`src/rtl/bit_scan_engine_pkg.sv`:
```
// Shared encodings for the serial bit-scan engine: operating modes and
// controller state values.
package bit_scan_pkg;

    // Width of the controller state register; the fourth encoding is illegal.
    localparam int STATE_W = 2;

    typedef enum logic [1:0] {
        MODE_ONES  = 2'b00,
        MODE_ZEROS = 2'b01,
        MODE_LZ    = 2'b10,
        MODE_TZ    = 2'b11
    } scan_mode_e;

    typedef enum logic [STATE_W-1:0] {
        S_IDLE  = 2'b00,
        S_COUNT = 2'b01,
        S_DONE  = 2'b10
    } scan_state_e;

endpackage

```
`src/rtl/bit_scan_engine_if.sv`:
```
// Request/response bundle of the bit-scan engine. The requester drives
// start/mode/data/abort; the engine returns bit_count/busy/done.
interface bit_scan_engine_if #(
    parameter int WORD_SIZE    = 16,
    parameter int COUNTER_SIZE = 5
);
    logic                    start;
    logic [1:0]              mode;
    logic [WORD_SIZE-1:0]    data;
    logic                    abort;
    logic [COUNTER_SIZE-1:0] bit_count;
    logic                    busy;
    logic                    done;

    modport master (
        output start, mode, data, abort,
        input  bit_count, busy, done
    );

    modport slave (
        input  start, mode, data, abort,
        output bit_count, busy, done
    );
endinterface

```
`src/rtl/bit_scan_engine_datapath.sv`:
```
// Datapath of the bit-scan engine: operand shift register, remaining-bit
// counter and result counter. Leading-zero requests are turned into
// trailing-zero scans by bit-reversing the operand on load, and zero
// counting is turned into ones counting by inverting it.
module bit_scan_datapath
    import bit_scan_pkg::*;
#(
    parameter int WORD_SIZE    = 16,
    parameter int COUNTER_SIZE = 5
) (
    input  logic                    clk,
    input  logic                    reset,
    input  logic                    load_s,
    input  logic                    clear_s,
    input  logic                    ones_step_s,
    input  logic                    zero_step_s,
    input  logic [1:0]              load_mode_s,
    input  logic [WORD_SIZE-1:0]    load_data_s,
    output logic [COUNTER_SIZE-1:0] bit_count_s,
    output logic                    temp_0_s,
    output logic                    temp_gt_1_s,
    output logic                    rem_zero_s
);

    localparam int REM_W = $clog2(WORD_SIZE + 1);

    logic [WORD_SIZE-1:0]    temp_r;
    logic [REM_W-1:0]        rem_r;
    logic [COUNTER_SIZE-1:0] bit_count_r;
    logic [WORD_SIZE-1:0]    load_word_s;

    function automatic logic [WORD_SIZE-1:0] reverse_bits(input logic [WORD_SIZE-1:0] w);
        logic [WORD_SIZE-1:0] r;
        for (int i = 0; i < WORD_SIZE; i++) begin
            r[i] = w[WORD_SIZE-1-i];
        end
        return r;
    endfunction

    // Select the operand form that reduces every mode to an LSB-first scan.
    always_comb begin
        load_word_s = load_data_s;
        case (load_mode_s)
            MODE_ONES:  load_word_s = load_data_s;
            MODE_ZEROS: load_word_s = ~load_data_s;
            MODE_LZ:    load_word_s = reverse_bits(load_data_s);
            MODE_TZ:    load_word_s = load_data_s;
            default:    load_word_s = load_data_s;
        endcase
    end

    // Load, clear, or advance the scan by one bit per cycle.
    always_ff @(posedge clk) begin
        if (reset) begin
            temp_r      <= {WORD_SIZE{1'b0}};
            rem_r       <= {REM_W{1'b0}};
            bit_count_r <= {COUNTER_SIZE{1'b0}};
        end else if (load_s) begin
            temp_r      <= load_word_s;
            rem_r       <= REM_W'(WORD_SIZE);
            bit_count_r <= {COUNTER_SIZE{1'b0}};
        end else if (clear_s) begin
            bit_count_r <= {COUNTER_SIZE{1'b0}};
        end else if (ones_step_s) begin
            bit_count_r <= bit_count_r + COUNTER_SIZE'(temp_r[0]);
            temp_r      <= temp_r >> 1;
        end else if (zero_step_s) begin
            bit_count_r <= bit_count_r + COUNTER_SIZE'(1);
            temp_r      <= temp_r >> 1;
            rem_r       <= rem_r - REM_W'(1);
        end else begin
            bit_count_r <= bit_count_r;
        end
    end

    assign bit_count_s = bit_count_r;
    assign temp_0_s    = temp_r[0];
    assign temp_gt_1_s = |temp_r[WORD_SIZE-1:1];
    assign rem_zero_s  = (rem_r == {REM_W{1'b0}});

endmodule

```
`src/rtl/bit_scan_engine.sv`:
```
// Serial bit-scan engine: counts ones, zeros, leading zeros or trailing
// zeros of a word, one bit per clock, with start/busy/done handshake and
// abort. Holds the controller FSM; the datapath lives in bit_scan_datapath.
module bit_scan_engine
    import bit_scan_pkg::*;
#(
    parameter int WORD_SIZE    = 16,
    parameter int COUNTER_SIZE = 5
) (
    input  logic             clk,
    input  logic             reset,
    bit_scan_engine_if.slave bus
);

    if ((WORD_SIZE < 2) || (WORD_SIZE > 64)) begin : g_bad_word_size
        $fatal(1, "bit_scan_engine: WORD_SIZE must lie in 2..64");
    end

    if ((2 ** COUNTER_SIZE) <= WORD_SIZE) begin : g_bad_counter_size
        $fatal(1, "bit_scan_engine: 2**COUNTER_SIZE must exceed WORD_SIZE");
    end

    scan_state_e state_r;
    scan_state_e next_state_s;
    scan_mode_e  mode_r;
    logic        busy_r;
    logic        done_r;

    logic        load_s;
    logic        clear_s;
    logic        ones_step_s;
    logic        zero_step_s;
    logic        temp_0_s;
    logic        temp_gt_1_s;
    logic        rem_zero_s;
    logic [COUNTER_SIZE-1:0] bit_count_s;

    // Next-state and datapath strobes from the current state and scan status.
    always_comb begin
        next_state_s = state_r;
        load_s       = 1'b0;
        clear_s      = 1'b0;
        ones_step_s  = 1'b0;
        zero_step_s  = 1'b0;
        case (state_r)
            S_IDLE, S_DONE: begin
                if (bus.start) begin
                    load_s       = 1'b1;
                    next_state_s = S_COUNT;
                end else begin
                    next_state_s = state_r;
                end
            end
            S_COUNT: begin
                if (bus.abort) begin
                    clear_s      = 1'b1;
                    next_state_s = S_IDLE;
                end else if ((mode_r == MODE_ONES) || (mode_r == MODE_ZEROS)) begin
                    // Stop as soon as no set bits remain above the current one.
                    ones_step_s = 1'b1;
                    if (temp_gt_1_s) begin
                        next_state_s = S_COUNT;
                    end else begin
                        next_state_s = S_DONE;
                    end
                end else if (!temp_0_s && !rem_zero_s) begin
                    zero_step_s  = 1'b1;
                    next_state_s = S_COUNT;
                end else begin
                    next_state_s = S_DONE;
                end
            end
            default: begin
                clear_s      = 1'b1;
                next_state_s = S_IDLE;
            end
        endcase
    end

    // Controller state, latched mode and registered Moore outputs.
    always_ff @(posedge clk) begin
        if (reset) begin
            state_r <= S_IDLE;
            mode_r  <= MODE_ONES;
            busy_r  <= 1'b0;
            done_r  <= 1'b0;
        end else begin
            state_r <= next_state_s;
            busy_r  <= (next_state_s == S_COUNT);
            done_r  <= (next_state_s == S_DONE);
            if (load_s) begin
                mode_r <= scan_mode_e'(bus.mode);
            end else begin
                mode_r <= mode_r;
            end
        end
    end

    bit_scan_datapath #(
        .WORD_SIZE    (WORD_SIZE),
        .COUNTER_SIZE (COUNTER_SIZE)
    ) u_datapath (
        .clk         (clk),
        .reset       (reset),
        .load_s      (load_s),
        .clear_s     (clear_s),
        .ones_step_s (ones_step_s),
        .zero_step_s (zero_step_s),
        .load_mode_s (bus.mode),
        .load_data_s (bus.data),
        .bit_count_s (bit_count_s),
        .temp_0_s    (temp_0_s),
        .temp_gt_1_s (temp_gt_1_s),
        .rem_zero_s  (rem_zero_s)
    );

    assign bus.bit_count = bit_count_s;
    assign bus.busy      = busy_r;
    assign bus.done      = done_r;

endmodule
```
`src/flat_wrapper.sv`:
```
// flat-port wrapper written by rule: the top's interface ports become plain ports
module bit_scan_engine_flat import bit_scan_pkg::*;
#(
    parameter int WORD_SIZE    = 16,
    parameter int COUNTER_SIZE = 5
)
  (clk, reset, bus_start, bus_mode, bus_data, bus_abort, bus_bit_count, bus_busy, bus_done);
  bit_scan_engine_if #(.WORD_SIZE(WORD_SIZE), .COUNTER_SIZE(COUNTER_SIZE)) bus_i ();
  input  logic clk;
  input  logic reset;
  input wire logic [$bits(bus_i.start)-1:0] bus_start;
  input wire logic [$bits(bus_i.mode)-1:0] bus_mode;
  input wire logic [$bits(bus_i.data)-1:0] bus_data;
  input wire logic [$bits(bus_i.abort)-1:0] bus_abort;
  output wire logic [$bits(bus_i.bit_count)-1:0] bus_bit_count;
  output wire logic [$bits(bus_i.busy)-1:0] bus_busy;
  output wire logic [$bits(bus_i.done)-1:0] bus_done;
  assign bus_i.start = bus_start;
  assign bus_i.mode = bus_mode;
  assign bus_i.data = bus_data;
  assign bus_i.abort = bus_abort;
  assign bus_bit_count = bus_i.bit_count;
  assign bus_busy = bus_i.busy;
  assign bus_done = bus_i.done;
  bit_scan_engine #(.WORD_SIZE(WORD_SIZE), .COUNTER_SIZE(COUNTER_SIZE)) u_core (.clk(clk), .reset(reset), .bus(bus_i));
endmodule
```
`config.mk`:
```
export PLATFORM = sky130hd
export DESIGN_NAME = bit_scan_engine_flat
export DESIGN_NICKNAME = d
export VERILOG_FILES = /design/src/rtl/bit_scan_engine_pkg.sv /design/src/rtl/bit_scan_engine_if.sv /design/src/rtl/bit_scan_engine_datapath.sv /design/src/rtl/bit_scan_engine.sv /design/src/flat_wrapper.sv
export SDC_FILE = /design/constraint.sdc
export NUM_CORES = 1
export LEC_CHECK = 0
export BUFFER_PORTS_ARGS = -buffer_cell sky130_fd_sc_hd__buf_2
export CORE_MARGIN = 2
export CORE_UTILIZATION = 55
export DETAILED_ROUTE_END_ITERATION = 6
export PLACE_DENSITY_LB_ADDON = 0.12
export REMOVE_ABC_BUFFERS = 1
export SLEW_MARGIN = 20
export SYNTH_ARGS = -nofsm -noshare
export SYNTH_HDL_FRONTEND = slang
export SYNTH_SLANG_ARGS = --single-unit
```
`constraint.sdc`:
```
create_clock -name clk -period 2.1 [get_ports clk]
set_input_delay 0.315 -clock clk [delete_from_list [all_inputs] [get_ports clk]]
set_output_delay 0.315 -clock clk [all_outputs]
set_load 0.02 [all_outputs]
```
==> out/metrics.cfg <==
[synth]
synth_area_leaders=dfxtp_1, a211oi_2, a221oi_1
synthesis.area_um2=1820
ys_ff_latch=31
seq_area_frac_synth_pct=34.1
synth_cell_types=37
synth.avg_cell_area_um2=9.10
synthCells=200
synth_top_area_share_pct=34.1
netlist.top_cell.by_area=dfxtp_1
synth_warnings=0

[global_routing]
first_global_vias=1397
grt_busiest_layer=met2
overflow=0
use_met2_pct=34.6
grt_max_degree=37
antenna_found_initial=0
grt_pass1_wl_um=5980
globalRouteMet1Util_pct=27.0
grt_util_met3_pct=3.99
track_usage_pct=21.5

[setup_path]
critPathKind=register to register
worstSetupStartpointType=register
end_kind=register
cp_max_fo=30
cp_data_required_time_ps=2320
arrival_ps=2140

[cts]
cts_hold_buf=0
postCtsSetupBuffers=0
cts_max_level=2
clk_pin_slew_ps=90
cts_tree=yes
cts_sinks=31
post_cts_resized=0
cts_made_buffers=5
clock_latency_ps=330
clock-root-buffer=clkbuf_4
clockBufferDepth=2

[pwr]
peakVddDrop_v=0.000407
pwr_density_cell_nw_per_um2=652
p_leak_nw=0.755

[outcome]
outcome=finished clean

[sta]
max-slew-margin-rel_pct=64.7
skew_ps=10.8
hold_ws_ps=262
hold_viol_final=0
fmax_mhz=519
rsz0062_at_grt=no
fin_crit_sh_pct=91.8
setup-violations-final=0
min_period_ps=1930
slew_violations=0
setup_tns_ps=0
worst_pin_slew_ps=524

[drt]
drt-pass1-iter-count=4
wl_per_cell_um=13.8
wirelength_um=3740
drc=0
ant_nets=0
avgViaCountPerCell=5.96
initialDrtViolationCount=77
num_vias=1609

[finish]
num_antenna_cells=0
stdcell_count=270
area_growth_pct=10.1
nNetsFinal=252
final_layout_size_suffix_gt1_share_pct=28.8

[floorplan]
initial_core_util_pct=58.6
core_um2=3100
fp.dieArea_um2=3780
ios=29
die_h_um=61.5
die_w_um=61.5
core.rowCount=20

[placement]
gp_congestion=0.827
place_hpwl_um=2670
placed_cells=262
portBuffers=28

[run]
cap_violations=0

[worst_hold_path]
hold_class=input pin to register

cell usage in the layout, fill, tap and decap left out, types with 4 or more instances in the layout:
| master | count |
|---|---|
| a21oi_1 | 23 |
| clkbuf_4 | 5 |
| dfxtp_1 | 31 |
| o21ai_0 | 5 |
| nor2_1 | 23 |
| nand2_1 | 6 |
| buf_2 | 28 |
| buf_4 | 6 |
| a211oi_1 | 17 |
| inv_1 | 8 |
| a221oi_1 | 16 |
| nor4_1 | 4 |
| ha_1 | 5 |
| a211oi_2 | 15 |
routing by layer:
layer | vias up | part of all wire [%]
li1 | 822 | -
met1 | 746 | 46
met2 | 35 | 48
met3 | 6 | 4.2
met4 | 0 | 1.6
met5 | - | 0
flip-flops by register name (all words and copies together) (netlist names):
name and cells:
u_core.u_datapath.temp_r 16, u_core.u_datapath.bit_count_s 5, u_core.u_datapath.rem_r 5, u_core.state_r 2, u_core.bus.busy 1, u_core.bus.done 1, u_core.mode_r 1
cells by family (layout without fill, tap and decap cells):
logic type                 after synthesis  count (layout)  share of synthesized area, %
AOI/OAI and AO/OA                       82              82                          36.0
and+or+nand+nor                         52              52                          15.3
DFF                                     31              31                          34.1
buffers and inverters                   25              51                          8.60
adders and majority gates                5               5                          3.44
xor gates and xnor gates                 3               3                          1.44
muxes                                    2               2                          1.10
cells in the mapped netlist:
| master | n |
|---|---|
| nor4_1 | 4 |
| a221oi_1 | 16 |
| clkbuf_1 | 9 |
| nand2b_1 | 1 |
| dlymetal6s2s_1 | 1 |
| or3_1 | 3 |
| and2b_2 | 1 |
| nor3_1 | 1 |
| nand2_1 | 6 |
| or4b_4 | 1 |
| inv_1 | 8 |
| and3_1 | 1 |
| buf_6 | 3 |
| nor3b_2 | 1 |
| nor2_1 | 23 |
| dfxtp_1 | 31 |
| nand4_1 | 3 |
| o21ai_0 | 5 |
| nor4b_1 | 1 |
| mux2i_1 | 2 |
| xnor2_1 | 1 |
| and3_2 | 1 |
| a21oi_1 | 23 |
| a31o_2 | 2 |
| nand3_1 | 3 |
| a211oi_1 | 17 |
| nor4b_2 | 1 |
| a211o_1 | 1 |
| clkbuf_2 | 1 |
| or3b_1 | 1 |
| o21a_1 | 1 |
| xor2_1 | 2 |
| o311ai_2 | 1 |
| a211oi_2 | 15 |
| clkbuf_8 | 3 |
| a21o_2 | 1 |
| ha_1 | 5 |
worst max-delay path: stages, from the launching register on:
cell and delay (ps):
dfxtp_1 340, inv_1 60, ha_1 160, or4b_4 500, a211o_1 340, buf_12 180
nor2_1 160, a211oi_2 60
worst paths after layout:
path / slack (ps) / cells past startpoint / start / endpoint
max: 170 / 7 / u_core.u_datapath.rem_r[0] / u_core.u_datapath.temp_r[6]
min: 260 / 3 / bus_mode[1] / u_core.mode_r[1]
max reg2reg: 170 / 7 / u_core.u_datapath.rem_r[0] / u_core.u_datapath.temp_r[6]
min reg2reg: 500 / 2 / u_core.u_datapath.bit_count_s[3] / u_core.u_datapath.bit_count_s[3]
per-stage QoR:
stage                     total power, mW  utilization (%)  setup slack (ps)  cell area, um2
after global routing                 1.38             64.6              90.9            2000
after detailed placement            0.986             62.9               206            1950
after CTS                            1.32             64.6               190            2000
final                                1.31             64.6               173            2000
after global placement              0.971             62.9               271            1950
after floorplan                     0.881                -              12.8            1690
area by class of cell:
type,instances,area (um2)
fillers,286,1100
multi-input cells,144,1040
flip-flops and latches,31,621
repair buffers,35,205
well taps,44,55.1
clock buffers,7,45.0
inverters,8,30.0
clock inverters,1,5.00
report_power, final:
part / internal, mW / leakage [nW] / switching [mW] / total, mW
logic: 0.132 / 0.471 / 0.177 / 0.310
clock network: 0.130 / 0.0293 / 0.201 / 0.332
registers: 0.629 / 0.254 / 0.0356 / 0.664
total: 0.891 / 0.755 / 0.414 / 1.31
Power figures use the tool's default switching activity.
